`config.mk`:
```
export PLATFORM = sky130hd
export DESIGN_NAME = audio_pwm_dac_flat
export DESIGN_NICKNAME = d
export VERILOG_FILES = /design/src/rtl/audio_pkg.sv /design/src/rtl/audio_pwm_dac_if.sv /design/src/rtl/audio_pwm_dac_tick_div.sv /design/src/rtl/audio_pwm_dac.sv /design/src/flat_wrapper.sv
export SDC_FILE = /design/constraint.sdc
export NUM_CORES = 1
export LEC_CHECK = 0
export CAP_MARGIN = 15
export CORE_ASPECT_RATIO = 0.8
export CORE_MARGIN = 10
export CORE_UTILIZATION = 48
export DETAILED_ROUTE_END_ITERATION = 8
export HOLD_SLACK_MARGIN = 0.06
export PLACE_DENSITY_LB_ADDON = 0.3
export SYNTH_ARGS = -nofsm -noshare
export SYNTH_HDL_FRONTEND = slang
export SYNTH_SLANG_ARGS = --single-unit
```
`constraint.sdc`:
```
create_clock -name clk -period 1.9 [get_ports clk]
set_clock_uncertainty 0.1 [all_clocks]
set_input_delay 0.285 -clock clk [delete_from_list [all_inputs] [get_ports clk]]
set_output_delay 0.285 -clock clk [all_outputs]
set_load 0.02 [all_outputs]
```
`src/rtl/audio_pkg.sv`:
```
// Shared audio types: the mixer output and the PWM DAC both use sample_t.
package audio_pkg;

  localparam int SAMPLE_W = 6;

  typedef logic [SAMPLE_W-1:0] sample_t;

  typedef enum logic {
    IDLE = 1'b0,
    RUN  = 1'b1
  } dac_state_t;

  // Last frame position; the tick that leaves it is the frame boundary.
  localparam sample_t CNT_LAST = {SAMPLE_W{1'b1}};

endpackage

```
`src/rtl/audio_pwm_dac_if.sv`:
```
// Sample handshake between the mixer (master) and the PWM DAC (slave).
interface audio_pwm_dac_if;
  import audio_pkg::*;

  sample_t sample;
  logic    sample_valid;
  logic    sample_ready;

  modport master (
    output sample,
    output sample_valid,
    input  sample_ready
  );

  modport slave (
    input  sample,
    input  sample_valid,
    output sample_ready
  );

endinterface

```
`src/rtl/audio_pwm_dac_tick_div.sv`:
```
// PWM tick prescaler: one tick every DIV enabled clocks, cleared while disabled.
module tick_div #(
  parameter int DIV = 1
) (
  input  logic clk,
  input  logic reset_n,
  input  logic enable,
  output logic tick
);

  localparam int PW = (DIV > 1) ? $clog2(DIV) : 1;
  localparam logic [PW-1:0] TC_LOAD = PW'(DIV - 1);

  logic [PW-1:0] pre_d, pre_q;

  // Down-counter; terminal count 0 is the tick, so DIV=1 ticks on every enabled clock.
  always_comb begin
    pre_d = pre_q;
    if (!enable || (pre_q == '0)) begin
      pre_d = TC_LOAD;
    end else begin
      pre_d = pre_q - 1'b1;
    end
  end

  always_ff @(posedge clk or negedge reset_n) begin
    if (!reset_n) begin
      pre_q <= TC_LOAD;
    end else begin
      pre_q <= pre_d;
    end
  end

  assign tick = enable && (pre_q == '0);

endmodule

```
`src/rtl/audio_pwm_dac.sv`:
```
// One-sample buffered PWM audio DAC; repeats the last sample and flags underrun
// when the mixer misses a frame.
//   state | meaning
//   IDLE  | no sample loaded since enable/reset; output silent, no pulses
//   RUN   | playing active; boundaries without a buffered sample underrun
module audio_pwm_dac
  import audio_pkg::*;
#(
  parameter int DIV = 1
) (
  input  logic            clk,
  input  logic            reset_n,
  input  logic            enable,
  audio_pwm_dac_if.slave  snk,
  output logic            pwm_out,
  output logic            frame_start,
  output logic            underrun
);

  logic tick;

  tick_div #(.DIV(DIV)) u_tick_div (
    .clk     (clk),
    .reset_n (reset_n),
    .enable  (enable),
    .tick    (tick)
  );

  sample_t    hold_d, hold_q;
  logic       hold_full_d, hold_full_q;
  sample_t    active_d, active_q;
  sample_t    cnt_d, cnt_q;
  dac_state_t state_d, state_q;
  logic       pwm_d, pwm_q;
  logic       frame_start_d, frame_start_q;
  logic       underrun_d, underrun_q;

  logic transfer;
  logic boundary;

  assign transfer = snk.sample_valid && !hold_full_q;
  assign boundary = tick && (cnt_q == CNT_LAST);

  always_comb begin
    hold_d        = hold_q;
    hold_full_d   = hold_full_q;
    active_d      = active_q;
    cnt_d         = cnt_q;
    state_d       = state_q;
    frame_start_d = 1'b0;
    underrun_d    = 1'b0;
    pwm_d         = (state_q == RUN) && enable && (cnt_q < active_q);

    if (!enable) begin
      cnt_d   = '0;
      state_d = IDLE;
    end else if (tick) begin
      cnt_d = cnt_q + 1'b1;
    end

    if (boundary) begin
      if (hold_full_q) begin
        active_d      = hold_q;
        hold_full_d   = 1'b0;
        frame_start_d = 1'b1;
        state_d       = RUN;
      end else if (state_q == RUN) begin
        frame_start_d = 1'b1;
        underrun_d    = 1'b1;
      end
    end

    // Only possible with hold empty, so it never races the boundary load above.
    if (transfer) begin
      hold_d      = snk.sample;
      hold_full_d = 1'b1;
    end
  end

  always_ff @(posedge clk or negedge reset_n) begin
    if (!reset_n) begin
      hold_q        <= '0;
      hold_full_q   <= 1'b0;
      active_q      <= '0;
      cnt_q         <= '0;
      state_q       <= IDLE;
      pwm_q         <= 1'b0;
      frame_start_q <= 1'b0;
      underrun_q    <= 1'b0;
    end else begin
      hold_q        <= hold_d;
      hold_full_q   <= hold_full_d;
      active_q      <= active_d;
      cnt_q         <= cnt_d;
      state_q       <= state_d;
      pwm_q         <= pwm_d;
      frame_start_q <= frame_start_d;
      underrun_q    <= underrun_d;
    end
  end

  assign snk.sample_ready = !hold_full_q;
  assign pwm_out          = pwm_q;
  assign frame_start      = frame_start_q;
  assign underrun         = underrun_q;

endmodule

```
`src/flat_wrapper.sv`:
```
// flat-port wrapper written by rule: the top's interface ports become plain ports
module audio_pwm_dac_flat import audio_pkg::*;
#(
  parameter int DIV = 1
)
  (clk, reset_n, enable, pwm_out, frame_start, underrun, snk_sample, snk_sample_valid, snk_sample_ready);
  audio_pwm_dac_if snk_i ();
  input  logic clk;
  input  logic reset_n;
  input  logic enable;
  output logic pwm_out;
  output logic frame_start;
  output logic underrun;
  input wire logic [$bits(snk_i.sample)-1:0] snk_sample;
  input wire logic [$bits(snk_i.sample_valid)-1:0] snk_sample_valid;
  output wire logic [$bits(snk_i.sample_ready)-1:0] snk_sample_ready;
  assign snk_i.sample = snk_sample;
  assign snk_i.sample_valid = snk_sample_valid;
  assign snk_sample_ready = snk_i.sample_ready;
  audio_pwm_dac #(.DIV(DIV)) u_core (.clk(clk), .reset_n(reset_n), .enable(enable), .snk(snk_i), .pwm_out(pwm_out), .frame_start(frame_start), .underrun(underrun));
endmodule
```
==> results of run 1 <==
per-stage QoR:
step           hold WS, ns  cells  util, %  area, sq um  worst slack (ns)
2_1_floorplan      -0.1106     86        -         1119           0.04099
3_3_place_gp        0.3934    130    60.34         1325          -0.03986
3_5_place_dp        0.3917    130    60.34         1325          -0.07156
4_1_cts             0.1999    134    62.74         1378           0.01902
5_1_grt             0.1968    134    62.85         1380           0.07459
6_report            0.1922    134    62.85         1380            0.1355
worst register-to-register path, cell delays in order, from the launching register on:
cell and delay [ns]:
dfrtp_1 0.37, ha_1 0.24, nand3b_4 0.10, or4_4 0.52, mux2_4 0.33
Yosys cell counts, types with 2 or more instances:
cell | number | share of area [%]
nor4_1 | 2 | 1.1
nand4b_1 | 2 | 1.6
o21ai_0 | 2 | 0.89
nor2b_1 | 3 | 1.7
nand2_1 | 6 | 2.0
nor2_1 | 2 | 0.67
xnor2_1 | 4 | 3.1
and2_1 | 4 | 2.2
ha_1 | 6 | 6.7
mux2_4 | 6 | 8.1
mux2_2 | 6 | 6.0
dfrtp_1 | 24 | 54
inv_1 | 6 | 2.0
flip-flops by register name, indices dropped and copies added, names as in the netlist:
| register | count |
|---|---|
| u_core.frame_start | 1 |
| u_core.hold_q | 6 |
| u_core.active_q | 6 |
| u_core.underrun | 1 |
| u_core.u_tick_div.pre_q | 1 |
| u_core.state_q | 1 |
| u_core.pwm_out | 1 |
| u_core.cnt_q | 6 |
| u_core.hold_full_q | 1 |
routing by layer:
layer  GRT usage (%)  vias to the layer above  part of all wire, %  wire [um]
met3           3.756                        2                  6.6        132
met2           13.83                       16                   47        924
met4           2.791                        0                 0.60         12
met5               0                        -                    0          0
li1                -                      344                    -          -
met1           11.21                      343                   46        915
power breakdown:
part	leakage [nW]	internal [W]	switching (W)
Combinational	0.356	0.0000489	0.0000312
Clock	0.0279	0.000213	0.000159
Sequential	0.317	0.000531	0.0000106
layout make-up:
cell class / instances / area (sq um)
clock buffer: 3 / 22.52
clock inverter: 1 / 30.03
fill: 180 / 815.8
inverter: 6 / 22.52
multi-input combinational: 54 / 480.5
sequential: 24 / 600.6
tap: 25 / 31.28
timing repair buffer: 21 / 192.7
path summary, 6_finish.rpt:
| kind | start | to | cells after the start |
|---|---|---|---|
| worst max-delay path | u_core.cnt_q[0]$_DFFE_PN0P_ | u_core.active_q[1]$_DFFE_PN0P_ | 4 |
| worst min-delay path | reset_n | u_core.underrun$_DFF_PN0_ | 2 |
| worst max register to register | u_core.cnt_q[0]$_DFFE_PN0P_ | u_core.active_q[1]$_DFFE_PN0P_ | 4 |
| worst min register to register | u_core.hold_q[0]$_DFFE_PN0P_ | u_core.active_q[0]$_DFFE_PN0P_ | 1 |
| max in group asynchronous | reset_n | u_core.hold_q[0]$_DFFE_PN0P_ | 2 |
| min in group clk | u_core.hold_q[0]$_DFFE_PN0P_ | u_core.active_q[0]$_DFFE_PN0P_ | 1 |
logic make-up (layout without fill, tap and decap cells):
kind of cell    count (synthesis)  in the layout
simple gates                   23             23
fa+ha+maj                       6              6
flops                          24             24
buf+inv                         8             31
compound gates                  7              7
other cells                     1              1
xor+xnor                        4              4
mux                            13             13
what timing repair did:
item                                   4_1_cts  5_1_grt
endpoints found under the hold margin        0        0
setup endpoints to repair                    0        7
resized for setup                            0        1
==> qor.txt, run 1 <==
drt wl/cell: 14.81 um
CTS Buf Count: 3
synthesis-to-finish area growth: 23.38%
Async SR Flop Fraction: 100.0%
crit path max fanout: 7
adder-cell share of the synthesized area: 6.711%
EDFF count, synth: 0
worst endpoint required time: 2.02 ns
vias per inst: 5.261
initial antenna violation count: 0
Initial Util: 50.94%
Cell Area, Synth: 0.001119 sq mm
mux contribution to synthesized area: 14.99%
Lkg Pwr: 0.7004 nW
DR iter-0 viols: 66
worst endpoint data arrival time: 1.88 ns
DRC: 0
Die ar.: 0.004673 sq mm
H-Tree Depth: 1
total power: 0.0009943 W
CP max stage cell: or4_4
complex-gate fraction of the synthesized area: 4.251%
Final Max Slew Viols: 0
RD Place Congestion: 0.8341
Max-cap violations: 0
CTS max path bufs: 2
Worst-Skew Late Latency: 0.32 ns
1st-pass router iterations: 4
CTS tree: yes
RSZ-0062 raised after global routing: no
Max Fclk: 566.7 MHz
vias: 705
setup TNS: 0 ns
peak supply drop: 0.0005639 V
simple-gate portion of the synthesized area: 13.53%
Critical Path Sink Type: register
total track usage: 9.068%
diode count: 0
clock-pin slew of the registers on the worst-case setup and hold paths: 0.14 ns
largest family of logic cells by synthesized area: multiplexers
Chip Width: 73.97 um
CP Buf/Inv Count: 0
core area: 0.002196 sq mm
Mean Syn Cell Area: 13.01 sq um
final hold vios: 0
slowest stage delay, CP: 0.52 ns
most frequent cells in the layout: 24 x dfrtp_1, 12 x clkdlybuf4s50_1, 8 x buf_4
# nets final: 126
Post-CTS Setup Repair Bufs: 0
Synth Area in XOR/XNOR: 3.132%
CP startpoint kind: register
critical path type: reg -> reg
root buffer cell: clkbuf_4
worst path cell trace: ha_1 -> nand3b_4 -> or4_4 -> mux2_4
HP Class: in -> async
synthesis-stage register bit count: 24
antenna-violating nets left: 0
share of layout cells above drive strength 1: 24.77%
first-pass GRT wire length: 3367 um
Most used DFF post-synth: dfrtp_1
Power Density: 720.5 mW/mm^2
DRT Wirelength: 1985 um
status: finished clean
height of the die: 63.18 um
min Tclk post-route: 1.764 ns
most common cell after layout, fill and taps aside: dfrtp_1
num rows: 15
IO Pins: 14
Mapped Cells: 86
period utilisation layout: 92.87%
post-synthesis sequential area ratio: 53.69%
DPL Wire Length: 1542 um
synth unique cells: 26
R2R setup slack: 0.14 ns
cell family with most CP delay: simple AND/OR/NAND/NOR gates
Buffers on Ports: 13
Synth Net Count: 102
largest net degree at the start of global routing: 25
# setup viols final: 0
vias in the first global route: 737
Yosys Warn Count: 0
total gr overflow: 0
Sink Count: 24
Post-CTS Hold Fix Bufs: 0
Note: power is estimated with default switching activity, not from simulation.
==> run 2, diff against run 1 <==
--- a/config.mk
+++ b/config.mk
@@ -8,7 +8,7 @@
 export CAP_MARGIN = 15
 export CORE_ASPECT_RATIO = 0.8
 export CORE_MARGIN = 10
-export CORE_UTILIZATION = 48
+export CORE_UTILIZATION = 30
 export DETAILED_ROUTE_END_ITERATION = 8
 export HOLD_SLACK_MARGIN = 0.06
 export PLACE_DENSITY_LB_ADDON = 0.3
==> run 2 against run 1 <==
Sequential share of layout area down 0.74 points. Critical path depth down 2. Clock power fell by 8.8%. Global-route usage decreased by 2.1 points. Utilization fell by 23 points.
==> qor.txt, run 2 (same netlist as run 1, synthesis figures left out) <==
CP max stage cell: clkdlybuf4s50_1
Max Fclk: 551.5 MHz (-2.7%)
crit path max fanout: 4 (-3)
Max-cap violations: 0 (unchanged)
# nets final: 126 (unchanged)
DRT Wirelength: 2083 um (+4.9%)
worst endpoint data arrival time: 1.43 ns (-0.45 ns)
DP Worst Slack: -0.06919 ns (+0.002364 ns)
Chip Width: 88.27 um (+19%)
CP startpoint kind: register
Lkg Pwr: 0.6813 nW (-2.7%)
diode count: 0 (unchanged)
CTS Buf Count: 3 (unchanged)
HP Class: in -> async
M1 wire length: 1005 um (+9.8%)
routed wl met2: 912 um (-1.3%)
status: finished clean
Initial Util: 31.79% (-19 points)
most frequent cells in the layout: 24 x dfrtp_1, 13 x clkdlybuf4s50_1, 8 x buf_4
IO Pins: 14 (unchanged)
most common cell after layout, fill and taps aside: dfrtp_1
vias in the first global route: 736 (-0.14%)
first-pass GRT wire length: 3546 um (+5.3%)
CP Buf/Inv Count: 2 (+2)
critical path type: reg -> out
drt wl/cell: 13.79 um (-6.9%)
clock-pin slew of the registers on the worst-case setup and hold paths: 0.08 ns (-0.06 ns)
cell family with most CP delay: buffers and inverters
post-route setup slack: 0.08687 ns (-0.04864 ns)
worst path cell trace: inv_1 -> clkdlybuf4s50_1
Final Max Slew Viols: 0 (unchanged)
total gr overflow: 0 (unchanged)
CTS max path bufs: 2 (unchanged)
slowest stage delay, CP: 0.63 ns (+0.11 ns)
DRC: 0 (unchanged)
RD Place Congestion: 0.7474 (-10%)
share of layout cells above drive strength 1: 25.69% (+0.92 points)
num rows: 19 (+4)
total power: 0.0009618 W (-3.3%)
initial antenna violation count: 0 (unchanged)
met3 WL: 154 um (+17%)
Post-CTS Hold Fix Bufs: 0 (unchanged)
CTS tree: yes
DR iter-0 viols: 23 (-65%)
Sink Count: 24 (unchanged)
peak supply drop: 0.0003356 V (-40%)
Die ar.: 0.006586 sq mm (+41%)
core area: 0.003518 sq mm (+60%)
vias per inst: 4.570 (-13%)
antenna-violating nets left: 0 (unchanged)
total track usage: 6.975% (-2.1 points)
final hold vios: 0 (unchanged)
worst endpoint required time: 1.51 ns (-0.51 ns)
Power Density: 685.1 mW/mm^2 (-4.9%)
largest net degree at the start of global routing: 25 (unchanged)
Buffers on Ports: 13 (unchanged)
period utilisation layout: 95.43% (+2.6 points)
min Tclk post-route: 1.813 ns (+0.04864 ns)
synthesis-to-finish area growth: 25.50%
# setup viols final: 0 (unchanged)
height of the die: 74.62 um (+18%)
biggest regs: u_core.active_q x6, u_core.cnt_q x6, u_core.hold_q x6
Critical Path Sink Type: primary output
Worst-Skew Late Latency: 0.26 ns (-0.06 ns)
Top Metal Used: met4
H-Tree Depth: 1 (unchanged)
vias: 690 (-2.1%)
DPL Wire Length: 1635 um (+6.0%)
RSZ-0062 raised after global routing: no
1st-pass router iterations: 4 (unchanged)
Final Util: 39.90% (-23 points)
root buffer cell: clkbuf_8
-- run 2: what timing repair did --
item | CTS | global route
gates resized for setup | 0 | 1
endpoints found under the setup margin | 0 | 6
buffers inserted | 0 | 0
-- run 2: layer usage --
metal / vias up / global-route usage (%)
met4: 0 / 1.610
met1: 336 / 8.455
met2: 16 / 11.27
li1: 336 / -
met5: - / 0
met3: 2 / 3.020
-- run 2: path summary, 6_finish.rpt --
check	cells past startpoint	endpoint	from	slack (ns)
min reg2reg	1	u_core.active_q[5]$_DFFE_PN0P_	u_core.hold_q[5]$_DFFE_PN0P_	0.42
max reg2reg	4	u_core.active_q[0]$_DFFE_PN0P_	u_core.cnt_q[0]$_DFFE_PN0P_	0.16
min	2	u_core.frame_start$_DFF_PN0_	reset_n	0.28
max	2	snk_sample_ready	u_core.hold_full_q$_DFFE_PN0P_	0.09
min in group clk	1	u_core.active_q[5]$_DFFE_PN0P_	u_core.hold_q[5]$_DFFE_PN0P_	0.42
max in group asynchronous	2	u_core.state_q$_DFF_PN0_	reset_n	1.19
-- run 2: power by group --
group / leakage (nW) / switching (W) / internal, W
Sequential: 0.317 / 0.0000127 / 0.000531
Combinational: 0.336 / 0.0000296 / 0.0000491
Clock: 0.0288 / 0.000155 / 0.000185
-- run 2: cell type report --
class                           instances  area, sq um
Sequential cell                        24        600.6
Tap cell                               42        52.55
Fill cell                             338         2115
Multi-Input combinational cell         54        483.0
Clock buffer                            4        55.05
Timing Repair Buffer                   21        190.2
Inverter                                6        22.52
-- run 2: worst reg2reg max path: stages (launching register included) --
cell	delay (ns)
dfrtp_1	0.36
ha_2	0.22
nand3b_4	0.09
or4_4	0.52
mux2_4	0.33
-- run 2: metrics by stage --
stage          setup TNS [ns]  instances  hold slack (ns)  area, sq um
2_1_floorplan               0         86          -0.1106         1119
3_3_place_gp          -0.2972        147           0.3961         1346
4_1_cts                     0        151           0.2873         1401
3_5_place_dp          -0.3898        147           0.4042         1346
6_report                    0        151           0.2787         1404
5_1_grt                     0        151           0.3139         1404
==> run 3, diff against run 2 <==
--- a/config.mk
+++ b/config.mk
@@ -5,6 +5,7 @@
 export SDC_FILE = /design/constraint.sdc
 export NUM_CORES = 1
 export LEC_CHECK = 0
+export ABC_CLOCK_PERIOD_IN_PS = 1900
 export CAP_MARGIN = 15
 export CORE_ASPECT_RATIO = 0.8
 export CORE_MARGIN = 10
==> results of run 3 <==
Final layout, timing and power as in run 2 (identical DEF).
